[config.mk]
export PLATFORM = sky130hd
export DESIGN_NAME = i2s_dac_tx
export DESIGN_NICKNAME = d
export VERILOG_FILES = /design/src/rtl/audio_pkg.sv /design/src/rtl/sample_fifo.sv /design/src/rtl/i2s_dac_tx.sv
export SDC_FILE = /design/constraint.sdc
export NUM_CORES = 1
export LEC_CHECK = 0
export BUFFER_PORTS_ARGS = -buffer_cell sky130_fd_sc_hd__clkbuf_2
export CORE_MARGIN = 2
export CORE_UTILIZATION = 60
export DETAILED_ROUTE_END_ITERATION = 8
export HOLD_SLACK_MARGIN = 0.12
export PLACE_DENSITY_LB_ADDON = 0.08
export SKIP_CTS_REPAIR_TIMING = 1
export SLEW_MARGIN = 20
export SYNTH_ARGS = -nofsm -noshare
export SYNTH_HDL_FRONTEND = slang
export SYNTH_SLANG_ARGS = --single-unit
[constraint.sdc]
create_clock -name clk -period 5.6 [get_ports clk]
set_input_delay 1.68 -clock clk [delete_from_list [all_inputs] [get_ports clk]]
set_output_delay 1.68 -clock clk [all_outputs]
set_load 0.01 [all_outputs]
[src/rtl/audio_pkg.sv]
`default_nettype none
// ============================================================================
// Package : audio_pkg
// Desc    : Shared audio constants and sample type for the codec TX/RX paths.
// Rev     : 1.0 - initial release
// ============================================================================
package audio_pkg;

    localparam int AUD_SAMPLE_W    = 16;
    localparam int AUD_SLOT_W      = 32;
    localparam int AUD_FRAME_BCLKS = 2 * AUD_SLOT_W;

    typedef struct packed {
        logic [AUD_SAMPLE_W-1:0] left;
        logic [AUD_SAMPLE_W-1:0] right;
    } stereo_sample_t;

endpackage
`default_nettype wire

[src/rtl/sample_fifo.sv]
`default_nettype none
// ============================================================================
// Module : sample_fifo
// Desc   : Synchronous circular FIFO; head is visible on data_out when non-empty.
// Rev    : 1.0 - initial release
// ============================================================================
module sample_fifo #(
    parameter int WIDTH = 32,
    parameter int DEPTH = 2
) (
    input  logic                       clk,
    input  logic                       reset,
    input  logic                       push,
    input  logic                       pop,
    input  logic [WIDTH-1:0]           data_in,
    output logic [WIDTH-1:0]           data_out,
    output logic [$clog2(DEPTH+1)-1:0] level,
    output logic                       full,
    output logic                       empty
);

    localparam int C_PTR_W = (DEPTH > 1) ? $clog2(DEPTH) : 1;
    localparam int C_LVL_W = $clog2(DEPTH + 1);

    logic [WIDTH-1:0]   r_mem [DEPTH];
    logic [C_PTR_W-1:0] r_wr;
    logic [C_PTR_W-1:0] r_rd;
    logic [C_LVL_W-1:0] r_level;

    logic               w_do_push;
    logic               w_do_pop;
    logic [C_PTR_W-1:0] w_wr_next;
    logic [C_PTR_W-1:0] w_rd_next;

    assign full      = (r_level == C_LVL_W'(DEPTH));
    assign empty     = (r_level == '0);
    assign level     = r_level;
    assign data_out  = r_mem[r_rd];
    assign w_do_push = push & ~full;
    assign w_do_pop  = pop & ~empty;
    assign w_wr_next = (r_wr == C_PTR_W'(DEPTH - 1)) ? '0 : r_wr + 1'b1;
    assign w_rd_next = (r_rd == C_PTR_W'(DEPTH - 1)) ? '0 : r_rd + 1'b1;

    always_ff @(posedge clk) begin
        if (!reset) begin
            r_wr    <= '0;
            r_rd    <= '0;
            r_level <= '0;
            for (int i = 0; i < DEPTH; i++) begin
                r_mem[i] <= '0;
            end
        end else begin
            if (w_do_push) begin
                r_mem[r_wr] <= data_in;
                r_wr        <= w_wr_next;
            end
            if (w_do_pop) begin
                r_rd <= w_rd_next;
            end
            case ({w_do_push, w_do_pop})
                2'b10:   r_level <= r_level + 1'b1;
                2'b01:   r_level <= r_level - 1'b1;
                default: r_level <= r_level;
            endcase
        end
    end

endmodule
`default_nettype wire

[src/rtl/i2s_dac_tx.sv]
`default_nettype none
// ============================================================================
// Module : i2s_dac_tx
// Desc   : I2S master transmitter to the codec DAC with a small sample FIFO.
// Rev    : 1.0 - initial release
// ============================================================================
module i2s_dac_tx
    import audio_pkg::*;
#(
    parameter int SAMPLE_W   = AUD_SAMPLE_W,
    parameter int SLOT_W     = AUD_SLOT_W,
    parameter int BCLK_DIV   = 4,
    parameter int FIFO_DEPTH = 2
) (
    input  logic                            clk,
    input  logic                            reset,
    input  logic [2*SAMPLE_W-1:0]           sample_in,
    input  logic                            sample_valid,
    output logic                            sample_ready,
    output logic                            aud_bclk,
    output logic                            aud_daclrck,
    output logic                            aud_dacdat,
    output logic                            underrun,
    output logic [$clog2(FIFO_DEPTH+1)-1:0] fifo_level
);

    localparam int C_DATA_W     = 2 * SAMPLE_W;
    localparam int C_FRAME_BITS = 2 * SLOT_W;
    localparam int C_DIV_W      = $clog2(BCLK_DIV);
    localparam int C_B_W        = $clog2(C_FRAME_BITS);

    logic [C_DIV_W-1:0]  r_div;
    logic                r_bclk;
    logic [C_B_W-1:0]    r_b;
    logic                r_lrck;
    logic                r_dat;
    logic                r_underrun;
    logic [C_DATA_W-1:0] r_shift;

    logic                w_div_wrap;
    logic                w_fall;
    logic                w_frame_start;
    logic [C_B_W-1:0]    w_b_next;
    logic                w_data_bit;
    logic                w_push;
    logic                w_pop;
    logic                w_full;
    logic                w_empty;
    logic [C_DATA_W-1:0] w_head;

    assign w_div_wrap    = (r_div == C_DIV_W'(BCLK_DIV - 1));
    assign w_fall        = w_div_wrap & r_bclk;
    assign w_b_next      = (r_b == C_B_W'(C_FRAME_BITS - 1)) ? '0 : r_b + 1'b1;
    assign w_frame_start = w_fall & (r_b == C_B_W'(C_FRAME_BITS - 1));

    // One-bit I2S delay: data bits occupy b = 1..SAMPLE_W of each slot.
    assign w_data_bit = ((w_b_next >= C_B_W'(1)) && (w_b_next <= C_B_W'(SAMPLE_W))) ||
                        ((w_b_next >= C_B_W'(SLOT_W + 1)) &&
                         (w_b_next <= C_B_W'(SLOT_W + SAMPLE_W)));

    assign sample_ready = ~w_full;
    assign w_push       = sample_valid & sample_ready;
    assign w_pop        = w_frame_start & ~w_empty;

    sample_fifo #(
        .WIDTH (C_DATA_W),
        .DEPTH (FIFO_DEPTH)
    ) u_fifo (
        .clk      (clk),
        .reset    (reset),
        .push     (w_push),
        .pop      (w_pop),
        .data_in  (sample_in),
        .data_out (w_head),
        .level    (fifo_level),
        .full     (w_full),
        .empty    (w_empty)
    );

    always_ff @(posedge clk) begin
        if (!reset) begin
            r_div      <= '0;
            r_bclk     <= 1'b0;
            r_b        <= '0;
            r_lrck     <= 1'b0;
            r_dat      <= 1'b0;
            r_underrun <= 1'b0;
            r_shift    <= '0;
        end else begin
            r_div      <= w_div_wrap ? '0 : r_div + 1'b1;
            r_underrun <= w_frame_start & w_empty;
            if (w_div_wrap) begin
                r_bclk <= ~r_bclk;
            end
            if (w_fall) begin
                r_b    <= w_b_next;
                r_lrck <= (w_b_next >= C_B_W'(SLOT_W));
                if (w_frame_start) begin
                    r_shift <= w_empty ? '0 : w_head;
                    r_dat   <= 1'b0;
                end else if (w_data_bit) begin
                    // Left bits drain first, leaving the right word at the MSB.
                    r_dat   <= r_shift[C_DATA_W-1];
                    r_shift <= {r_shift[C_DATA_W-2:0], 1'b0};
                end else begin
                    r_dat <= 1'b0;
                end
            end
        end
    end

    assign aud_bclk    = r_bclk;
    assign aud_daclrck = r_lrck;
    assign aud_dacdat  = r_dat;
    assign underrun    = r_underrun;

endmodule
`default_nettype wire

== Yosys cells after proc, flatten, opt, wreduce, memory -nomap -nowiden ==
Memory sizes are Yosys's and may differ from the RTL's. A register that Yosys moved wholly into a read port is not among the register bits.
Index checks and enable logic that the tools add are counted.

* Register bits: 48
* Memory bits (writable): 64
* Input port bits: 35
* Output and inout port bits: 7
* Logic and storage cells: 65
* Memories kept: 1

{| class="wikitable"
|+ Memories
! name !! words !! bits a word !! rd ports !! clocked after memory_dff !! wr ports !! RTL line !! source
|-
| u_fifo.r_mem || 2 || 32 || 1 || 1 || 2 || sample_fifo.sv:25 || <nowiki>logic [WIDTH-1:0] r_mem [DEPTH];</nowiki>
|}

* $add $sub $neg: 6
* $lt $le $gt $ge: 5
* Equal/unequal tests: 5
* Multiplexer cells: 18
* Bitwise operators: 11
* Reduce and logical (&&, ||, !) cells: 9

{| class="wikitable"
|+ Operator list
! cell !! number
|-
| $mux 32 || 4
|-
| $reduce_or 32->1 || 1
|-
| $ge 6x6->1 const B || 2
|-
| $mux 1 || 12
|-
| $and 1x1->1 || 7
|-
| $add 6x1->6 const B || 1
|-
| $eq 2x2->1 const B || 3
|-
| $eq 6x6->1 const B || 1
|-
| $ge 6x1->1 const B || 1
|-
| $le 6x5->1 const B || 1
|-
| $le 6x6->1 const B || 1
|-
| $mux 6 || 1
|-
| $add 2x1->2 const B || 2
|-
| $not 1->1 || 4
|-
| $pmux 2 s2 || 1
|-
| $reduce_bool 2->1 || 2
|-
| $add 1x1->1 const B || 2
|-
| $eq 2x1->1 const B || 1
|-
| $logic_and 1x1->1 || 2
|-
| $logic_not 2->1 || 1
|-
| $reduce_and 2->1 || 1
|-
| $reduce_or 2->1 || 1
|-
| $sub 2x1->2 const B || 1
|-
| $logic_or 1x1->1 || 1
|}

== Longest topological paths before layout ==
Gate-level depths: netlist (run 1).

* Depth in word-level cells: 9
* Mapped depth: 9
* Gate-level depth less buffers: 8

== By module ==
Synthesis (run 1) repeated with hierarchy kept, for this count alone.

* Cells, all modules: 487
* Area total of the unflattened synthesis: 5,256.3 µm²

{| class="wikitable"
|+ Modules (own cells, without submodules)
! module !! times used !! cells an instance !! area each (µm²)
|-
| sample_fifo || 1 || 234 || 2,972.9
|-
| i2s_dac_tx || 1 || 253 || 2,283.4
|}

== Worst setup path before layout (run 1) ==
OpenSTA, ideal clock, no wires.

* Path type: input to register
* Start point: input reset
* End point: memory u_fifo.r_mem[1][0], enable pin
* Data arrival time: 4.268 ns
* Required time: 5.134 ns
* Path slack: 0.866 ns
* Cell stages on the path: 3
* Buffers on the path: 1
* Cells stage by stage: clkbuf_1 nand2_1 o21ai_0

{| class="wikitable"
|+ RTL lines
! item !! RTL line !! source
|-
| from (decl) || i2s_dac_tx.sv:16 || <nowiki>input logic reset,</nowiki>
|-
| to (decl) || sample_fifo.sv:25 ||
|}

== Worst setup path in the final report (run 1) ==
* Start point: register u_fifo.r_level[0] (netlist: u_fifo.level[0])
* End point: output sample_ready

* Word-level cells in the longest chain between the ends: 2

{| class="wikitable"
|+ Ends and longest elaborated chain
! item !! RTL line !! source
|-
| from (decl) || sample_fifo.sv:28 || <nowiki>logic [C_LVL_W-1:0] r_level;</nowiki>
|-
| from (signal assigned) || sample_fifo.sv:61 || <nowiki>2'b10: r_level <= r_level + 1'b1;</nowiki>
|-
| from (signal assigned) || sample_fifo.sv:62 || <nowiki>2'b01: r_level <= r_level - 1'b1;</nowiki>
|-
| from (signal assigned) || sample_fifo.sv:63 || <nowiki>default: r_level <= r_level;</nowiki>
|-
| $eq 2x2->1 || sample_fifo.sv:35 || <nowiki>assign full = (r_level == C_LVL_W'(DEPTH));</nowiki>
|-
| $not 1->1 || i2s_dac_tx.sv:61 || <nowiki>assign sample_ready = ~w_full;</nowiki>
|-
| to (decl) || i2s_dac_tx.sv:19 || <nowiki>output logic sample_ready,</nowiki>
|}

Every way passes these cells.

==> flow_summary.yaml, run 1 <==
sta:
  finClkSkew_ns: 0.00664
  slew_headroom: 0.299
  whs_ns: 0.441
  fmax_mhz: 343
  drv_slew: 0
  fin_crit_ns: 2.91
  worst_pin_slew_ns: 1.05
  finalSetupTns_ns: 0
  finalSetupViolCount: 0
  finalHoldViolCount: 0
  finalCritPeriodShare: 0.520
  setup_ws_ns: 2.69
  rsz0062_at_grt: "false"
outcome:
  status: "completed"
worst_hold_path:
  hold_path.class: "reg2reg"
clocking:
  root_buffer: "clkbuf_8"
  insertion_delay_ns: 0.51
  clock-sinks: 113
  cts_buffers: 17
  cts_tree: "built"
  htreeDepth: 4
  cts_buffer_depth: 2
  clkSlewWorstSetupHoldPaths_ns: 0.05
layout:
  antenna_cells: 0
  nNetsFinal: 525
  final_util: 0.703
  syn2layout_area_growth_pct: 14.6
  final_layout_size_suffix_gt1_frac: 0.171
synth:
  syn_nets: 492
  synth_cell_types: 37
  ys_top_cells_by_area: "edfxtp_1, dfxtp_1, mux2i_1"
  yosysTopAreaCellShare: 0.361
  synth-seq-cells: 113
  ys_seq_area_frac: 0.545
  syn_inst: 452
  synth_area_leader_cell: "edfxtp_1"
  post_synth.cell_area_avg_um2: 11.8
  yosysWarnings: 0
  syn-cell-area_mm2: 0.00532
drt:
  drt-met1-wl_um: 4610
  top_layer_used: "met4"
  ant_nets: 0
  met2WireLength_um: 5070
  met3WireLength_um: 503
  vias_per_cell: 5.77
  drtIter0Drc: 177
  drt_pass1_iterations: 5
  wire_per_inst_um: 17.0
  wl_um: 10300
  dr_total_vias: 3497
  drc: 0
pwr:
  power_per_cell_area_mw_per_mm2: 329
  p_leak_nw: 2.81
  ir_worst_vdd_mv: 0.230
  finalPower_w: 0.00201
setup_path:
  cp_max_fo: 6
  cp_data_required_time_ns: 3.92
  cp-end-kind: "output port"
  cp-start-kind: "flop"
  crit_arrival_ns: 1.23
  path_class: "reg2out"
global_routing:
  grtUsageTotal: 0.226
  grt_pass1_vias: 3401
  grt-ovfl-total: 0
  grt_pass1_wl_um: 17000
  grt_max_degree: 54
  antenna_found_initial: 0
die:
  std_cell_rows: 34
  die_area_mm2: 0.00964
  io_pins: 42
  fp.coreArea_mm2: 0.00868
  start_util: 0.613
  die_h_um: 98.2
  die_w_um: 98.2
run:
  cap_violations: 0
placed_design:
  gp_congestion: 0.814
  dp_hpwl_um: 5890
  portBuffers: 41
  dp_slack_ns: 2.24
==> state kept, by name, summed over array words and instances (netlist names), named ones only <==
| name | flops |
|---|---|
| underrun | 1 |
| r_div | 2 |
| u_fifo.r_wr | 1 |
| aud_daclrck | 1 |
| aud_dacdat | 1 |
| aud_bclk | 1 |
| u_fifo.level | 2 |
| r_shift | 32 |
| u_fifo.r_rd | 1 |
| u_fifo.r_mem | 64 |
| r_b | 6 |
==> path summary, 6_finish.rpt <==
check                       start              end  slack, ns  cells after the start
setup / recovery  u_fifo.level[0]     sample_ready       2.69                      2
hold / removal           r_div[0]         r_div[0]       0.44                      1
setup reg to reg         r_div[0]  u_fifo.level[1]       2.83                      9
hold reg to reg          r_div[0]         r_div[0]       0.44                      1
==> critical path: stages, from the launching register on <==
cell and delay [ns]:
dfxtp_1 0.43, nand2b_1 0.16, clkbuf_2 0.14
==> cells by family (layout without fill, tap and decap cells) <==
logic type | after synthesis | count (layout) | synth area share
simple gates | 141 | 141 | 0.145
fa+ha+maj | 5 | 5 | 0.0118
mux | 63 | 63 | 0.118
compound gates | 81 | 81 | 0.127
flops | 113 | 113 | 0.545
buf+inv | 39 | 85 | 0.0355
xor+xnor | 10 | 10 | 0.0165
==> stage by stage <==
step                instances  area (µm²)
floorplan                 452        5320
global placement          574        5580
detailed placement        574        5580
CTS                       606        6100
global route              606        6100
finish                    606        6100
==> placed cells by master, fill, tap and decap left out, types with 2 or more instances in the layout <==
cell type	n
a21boi_0	3
a21oi_1	4
a22oi_1	2
and2_1	74
buf_4	10
clkbuf_1	4
clkbuf_16	16
clkbuf_2	41
clkinv_1	2
clkinv_2	3
clkinvlp_4	4
dfxtp_1	48
edfxtp_1	64
ha_1	5
inv_1	2
mux2i_1	63
nand2_1	11
nand3_1	2
nor2_1	36
nor2b_1	4
o211a_1	32
o211ai_1	31
o21ai_0	3
o21ai_2	2
xnor2_1	7
xor2_1	3
==> synth_stat cells <==
master,n
a21boi_0,3
mux2i_1,63
clkbuf_1,21
nand2b_1,1
or3b_1,1
ha_1,5
nor2_1,37
o32a_1,1
o211ai_1,31
or2_0,1
nor4_1,1
a32oi_1,1
and3_1,1
xor2_1,3
a22oi_1,2
nor2b_1,4
nor3b_1,2
nand2_1,11
dfxtp_1,49
buf_1,2
and4_4,1
buf_2,10
and3b_1,1
and2_1,74
a21oi_1,4
nand3_1,3
xnor2_1,7
inv_1,2
buf_6,4
o21ai_0,5
o211a_1,32
o32ai_1,1
o21a_4,1
edfxtp_1,64
nand4_1,1
nand3b_1,1
or3_1,1
==> where the power goes <==
| group | internal, W | leakage [nW] | switching, W | total (W) |
|---|---|---|---|---|
| Combinational | 0.0000497 | 1.49 | 0.0000780 | 0.000128 |
| Sequential | 0.000930 | 1.07 | 0.0000173 | 0.000947 |
| Clock | 0.000580 | 0.243 | 0.000350 | 0.000930 |
| Total | 0.00156 | 2.81 | 0.000445 | 0.00201 |
==> per-layer routing <==
layer,up-vias,track usage
li1,1703,-
met2,86,0.368
met5,-,0
met4,0,0.0811
met3,13,0.0523
met1,1695,0.299
==> layout make-up <==
cell class	count	area (µm²)
flip-flops and latches	113	2900
fillers	650	2580
multi-input cells	300	2250
clock buffers	21	429
repair buffers	51	280
well taps	108	135
clock inverters	11	91.3
inverters	2	7.51
No activity file was read; power rests on OpenSTA's default activity.
==> run 2, diff against run 1 <==
- CORE_UTILIZATION: 60 -> 54
- clock period: 5.6 -> 2.4 ns (I/O delays scaled with it)
==> flow_summary.yaml, run 2 (synthesis results as in run 1) <==
layout:
  regMostFlops: "u_fifo.r_mem"
  top_regs: "u_fifo.r_mem (64), r_shift (32), r_b (6)"
  largest_register_ffs: 64
  nNetsFinal: 532
  layout.cells.most_common_list: "and2_1, edfxtp_1, mux2i_1"
  antenna_cells: 0
  final_layout_size_suffix_gt1_frac: 0.182
  stdcell_count: 638
  fillers: 784
  mostFrequentLayoutCell: "and2_1"
  syn2layout_area_growth_pct: 16.9
pwr:
  p_switching_w: 0.00103
  power.combinational.fraction: 0.065
  power_per_cell_area_mw_per_mm2: 760
  p_leak_nw: 2.88
  p_sw_frac: 0.217
  finalPower_w: 0.00473
  p_clk_frac: 0.468
  power.internal_w: 0.00370
  seqPwrFrac: 0.467
  ir_worst_vdd_mv: 0.432
sta:
  slew_headroom: 0.626
  fin_crit_ns: 2.21
  rsz0062_at_grt: "false"
  finalHoldViolCount: 0
  finalSetupViolCount: 0
  drv_slew: 0
  fmax_mhz: 452
  finClkSkew_ns: 0.00630
  finalCritPeriodShare: 0.922
  finalSetupTns_ns: 0
  worst_pin_slew_ns: 0.561
drt:
  drtIter0Drc: 144
  drc: 0
  dr_total_vias: 3492
  wire_per_inst_um: 15.7
  drt_pass1_iterations: 4
  ant_nets: 0
  vias_per_cell: 5.47
  wl_um: 10000
setup_path:
  cp-end-kind: "flop"
  cp-start-kind: "flop"
  worstSetupStartpoint: "r_b[0]"
  reg2reg_setup_slack_ns: 0.19
  path_class: "reg2reg"
  cp_data_required_time_ns: 2.86
  cp_max_fo: 23
  r2r_end: "r_shift[31]"
  r2r_start: "r_b[0]"
  reg2regPathDepth: 7
  crit_arrival_ns: 2.67
die:
  start_util: 0.550
  die_area_mm2: 0.0107
  fp.coreArea_mm2: 0.00968
  die_h_um: 103
  std_cell_rows: 36
  die_w_um: 103
  io_pins: 42
clocking:
  cts_tree: "built"
  clock-sinks: 113
  clkSlewWorstSetupHoldPaths_ns: 0.06
  cts_buffer_depth: 2
  htreeDepth: 4
  cts_buffers: 17
  insertion_delay_ns: 0.51
  root_buffer: "clkbuf_8"
placed_design:
  numPlacedInstances: 606
  gp_congestion: 0.776
  portBuffers: 41
  dp_hpwl_um: 6190
worst_hold_path:
  holdPathEnd: "r_div[0]"
  min_from: "r_div[0]"
  hold_path.class: "reg2reg"
  min_path_cells: 1
global_routing:
  grt_pass1_wl_um: 16700
  grt-ovfl-total: 0
  grtUsageTotal: 0.207
  grt_max_degree: 37
  antenna_found_initial: 0
  grt_pass1_vias: 3396
outcome:
  status: "completed"
run:
  cap_violations: 0
-- run 2: changes by cell type in the layout (fill, tap and decap cells not counted) --
cell        delta
clkbuf_8       +2
clkinvlp_4     -4
clkinv_2       +3
clkinv_4       -1
clkbuf_1       +1
clkinv_1       -1
buf_4          +4
buf_12         +3
-- run 2: cell type report --
type,instances,area [µm²],area share
multi-input cells,300,2250,0.362
clock buffers,24,460,0.0740
clock inverters,8,63.8,0.0103
well taps,133,166,0.0267
flip-flops and latches,113,2900,0.467
inverters,2,7.51,0.00121
repair buffers,58,370,0.0595
-- run 2: worst max-delay path by stage --
stage	to	slack (ns)	depth (start not counted)
after floorplan	u_fifo.r_mem[1][0]	0.09	3
after global placement	r_shift[31]	0.28	7
after detailed placement	r_shift[31]	0.25	7
after CTS	r_shift[31]	0.21	7
after global routing	u_fifo.level[1]	0.03	7
final	r_shift[31]	0.19	7
-- run 2: per-layer routing --
metal | share of wire | routed length [µm] | up-vias | GRT usage
li1 | - | - | 1719 | -
met1 | 0.47 | 4700 | 1695 | 0.273
met2 | 0.48 | 4860 | 65 | 0.323
met3 | 0.032 | 324 | 13 | 0.0612
met4 | 0.014 | 141 | 0 | 0.0789
met5 | 0 | 0 | - | 0
-- run 2: worst max-delay path: stages, from the launching register on --
cell and delay (ns):
dfxtp_1 0.37, ha_1 0.28, and4_4 0.22, or2_0 0.22, o32a_1 0.38, buf_4 0.23
o211ai_1 0.27, o211a_1 0.18
-- run 2: per-stage QoR --
step           setup slack, ns   util  hold WS [ns]  instance area (µm²)
6_report                 0.187  0.643         0.432                 6220
5_1_grt                 0.0255  0.643         0.459                 6220
4_1_cts                  0.209  0.643         0.434                 6220
3_5_place_dp             0.249  0.589         0.427                 5700
3_3_place_gp             0.279  0.589         0.411                 5700
2_1_floorplan           0.0897      -         0.403                 5330
-- run 2: power by group through the flow --
| stage | Sequential, W | Clock (W) | Combinational, W |
|---|---|---|---|
| floorplan | 0.00224 | 0 | 0.000192 |
| global placement | 0.00224 | 0 | 0.000315 |
| detailed placement | 0.00225 | 0 | 0.000317 |
| CTS | 0.00221 | 0.00225 | 0.000318 |
| global route | 0.00222 | 0.00235 | 0.000350 |
| finish | 0.00221 | 0.00221 | 0.000309 |
==> run 3, diff against run 2 <==
- ABC_AREA: not set -> 1
==> flow_summary.yaml, run 3 <==
die:
  die_w_um: 102
  fp.coreArea_mm2: 0.00928
  std_cell_rows: 35
  die_h_um: 102
  die_area_mm2: 0.0104
  start_util: 0.559
  io_pins: 42
layout:
  syn2layout_area_growth_pct: 15.9
  mostFrequentLayoutCell: "nor2_1"
  final_util: 0.648
  layout.cells.most_common_list: "nor2_1, nand2_1, edfxtp_1"
  top_regs: "u_fifo.r_mem (64), r_shift (32), r_b (6)"
  antenna_cells: 0
  largest_register_ffs: 64
  fillers: 780
  nNetsFinal: 635
  regMostFlops: "u_fifo.r_mem"
  final_layout_size_suffix_gt1_frac: 0.155
  regArea_mm2: 0.00290
  multi_input_area_mm2: 0.00190
setup_path:
  cp-end-kind: "flop"
  cp_data_required_time_ns: 2.81
  r2r_end: "r_shift[22]"
  r2r_start: "r_b[0]"
  reg2regPathDepth: 13
  cp-start-kind: "flop"
  reg2reg_setup_slack_ns: 0.33
  crit_arrival_ns: 2.49
  cp_max_fo: 44
  worstSetupStartpoint: "r_b[0]"
  crit_end: "r_shift[22]"
  path_class: "reg2reg"
sta:
  finalSetupViolCount: 0
  fin_crit_ns: 2.07
  worst_pin_slew_ns: 0.628
  finalCritPeriodShare: 0.865
  fmax_mhz: 482
  drv_slew: 0
  finalSetupTns_ns: 0
  finalHoldViolCount: 0
  finClkSkew_ns: 0.0109
  rsz0062_at_grt: "false"
  whs_ns: 0.426
  slew_headroom: 0.581
run:
  cap_violations: 0
pwr:
  power_per_cell_area_mw_per_mm2: 783
  p_leak_nw: 2.43
  power.internal_w: 0.00369
  p_sw_frac: 0.216
  seqPwrFrac: 0.462
  p_clk_frac: 0.489
  ir_worst_vdd_mv: 0.488
  p_switching_w: 0.00102
  power.combinational.fraction: 0.049
drt:
  drtIter0Drc: 193
  vias_per_cell: 5.12
  wire_per_inst_um: 13.2
  drc: 0
  dr_total_vias: 3771
  wl_um: 9710
  drt_pass1_iterations: 5
  ant_nets: 0
synth:
  async_reset_ff_frac: 0
  yosysWarnings: 0
  syn_inst: 556
  yosysMostFrequentCell: "nor2_1"
  yosysTopAreaCellShare: 0.370
  post_synth.cell_area_avg_um2: 9.33
  ys_seq_area_frac: 0.560
  synth_commonest_cells: "nor2_1, nand2_1, edfxtp_1, dfxtp_1, inv_1"
  syn-cell-area_mm2: 0.00519
  syn_nets: 596
  ys_top_cells_by_area: "edfxtp_1, dfxtp_1, nor2_1"
  synth-seq-cells: 113
  synth_edf_count: 64
  synth_area_leader_cell: "edfxtp_1"
  synth_flop_cell: "edfxtp_1"
  synth_cell_types: 31
placed_design:
  dp_hpwl_um: 5650
  portBuffers: 41
  gp_congestion: 0.861
global_routing:
  grtUsageTotal: 0.206
  grt_max_degree: 65
  grt_pass1_wl_um: 16600
  grt-ovfl-total: 0
  grt_pass1_vias: 3646
  antenna_found_initial: 0
clocking:
  clkSlewWorstSetupHoldPaths_ns: 0.06
  htreeDepth: 4
  cts_buffers: 17
  cts_tree: "built"
  cts_buffer_depth: 2
  root_buffer: "clkbuf_8"
  insertion_delay_ns: 0.51
  clock-sinks: 113
worst_hold_path:
  hold_path.class: "reg2reg"
outcome:
  status: "completed"
run 3: cell types whose count changed after synthesis, sizes merged, moves of 12 or more:
cell    before  now
a21oi        4   36
clkbuf      21    9
nor2        37  112
o21a         1   31
and2        74    0
nand3        3   42
nand2       11   87
o211a       32    0
o211ai      31    0
inv          2   45
mux2i       63   31
run 3: cell families after synthesis:
group,count (synthesis),synth area share
xor+xnor,1,0.00169
mux,32,0.0620
compound gates,76,0.0892
flops,113,0.560
buf+inv,80,0.0738
fa+ha+maj,5,0.0121
simple gates,249,0.202
run 3: how the worst min path moves through the flow:
| stage | startpoint | slack (ns) | to | depth (start not counted) |
|---|---|---|---|---|
| finish | r_div[0] | 0.43 | r_div[0] | 1 |
| global placement | r_div[0] | 0.41 | r_div[0] | 1 |
| floorplan | r_div[0] | 0.40 | r_div[0] | 1 |
| global route | r_div[0] | 0.45 | r_div[0] | 1 |
| detailed placement | r_div[0] | 0.42 | r_div[0] | 1 |
| CTS | r_div[0] | 0.43 | r_div[0] | 1 |
run 3: metrics by stage:
step	cells	worst slack (ns)	cell area (µm²)	power, W
detailed placement	705	0.363	5470	0.00245
finish	737	0.325	6010	0.00471
CTS	737	0.319	6010	0.00476
floorplan	556	0.0365	5190	0.00236
global route	737	0.154	6010	0.00488
global placement	705	0.400	5470	0.00244
run 3: power groups by stage:
stage                     logic, W  clock network, W  registers (W)
after CTS                 0.000235           0.00235        0.00218
after global routing      0.000265           0.00243        0.00218
after global placement    0.000227                 0        0.00221
final                     0.000231           0.00231        0.00218
after floorplan           0.000148                 0        0.00221
after detailed placement  0.000232                 0        0.00222
run 3: layout make-up:
| cell class | instances | area share |
|---|---|---|
| clock buffers | 21 | 0.0714 |
| clock inverters | 11 | 0.0193 |
| inverters | 46 | 0.0289 |
| multi-input cells | 363 | 0.316 |
| flip-flops and latches | 113 | 0.483 |
| well taps | 129 | 0.0268 |
| repair buffers | 54 | 0.0545 |
run 3: worst max-delay path, cell delays in order, from the launching register on:
cell	delay, ns
dfxtp_1	0.44
ha_1	0.22
nand2_2	0.09
nor2_2	0.12
nand2_2	0.10
nand3_2	0.09
nand2_1	0.06
nand2_1	0.07
nand2_2	0.07
nand2_4	0.21
buf_12	0.25
nand3_1	0.11
nand2_1	0.10
nor2_1	0.04
run 3: per-layer routing:
layer  part of all wire  wire length, µm  track usage
met1               0.44             4280        0.250
met2               0.51             4900        0.352
met3              0.042              409       0.0547
met4              0.012              113       0.0800
met5                  0                0            0
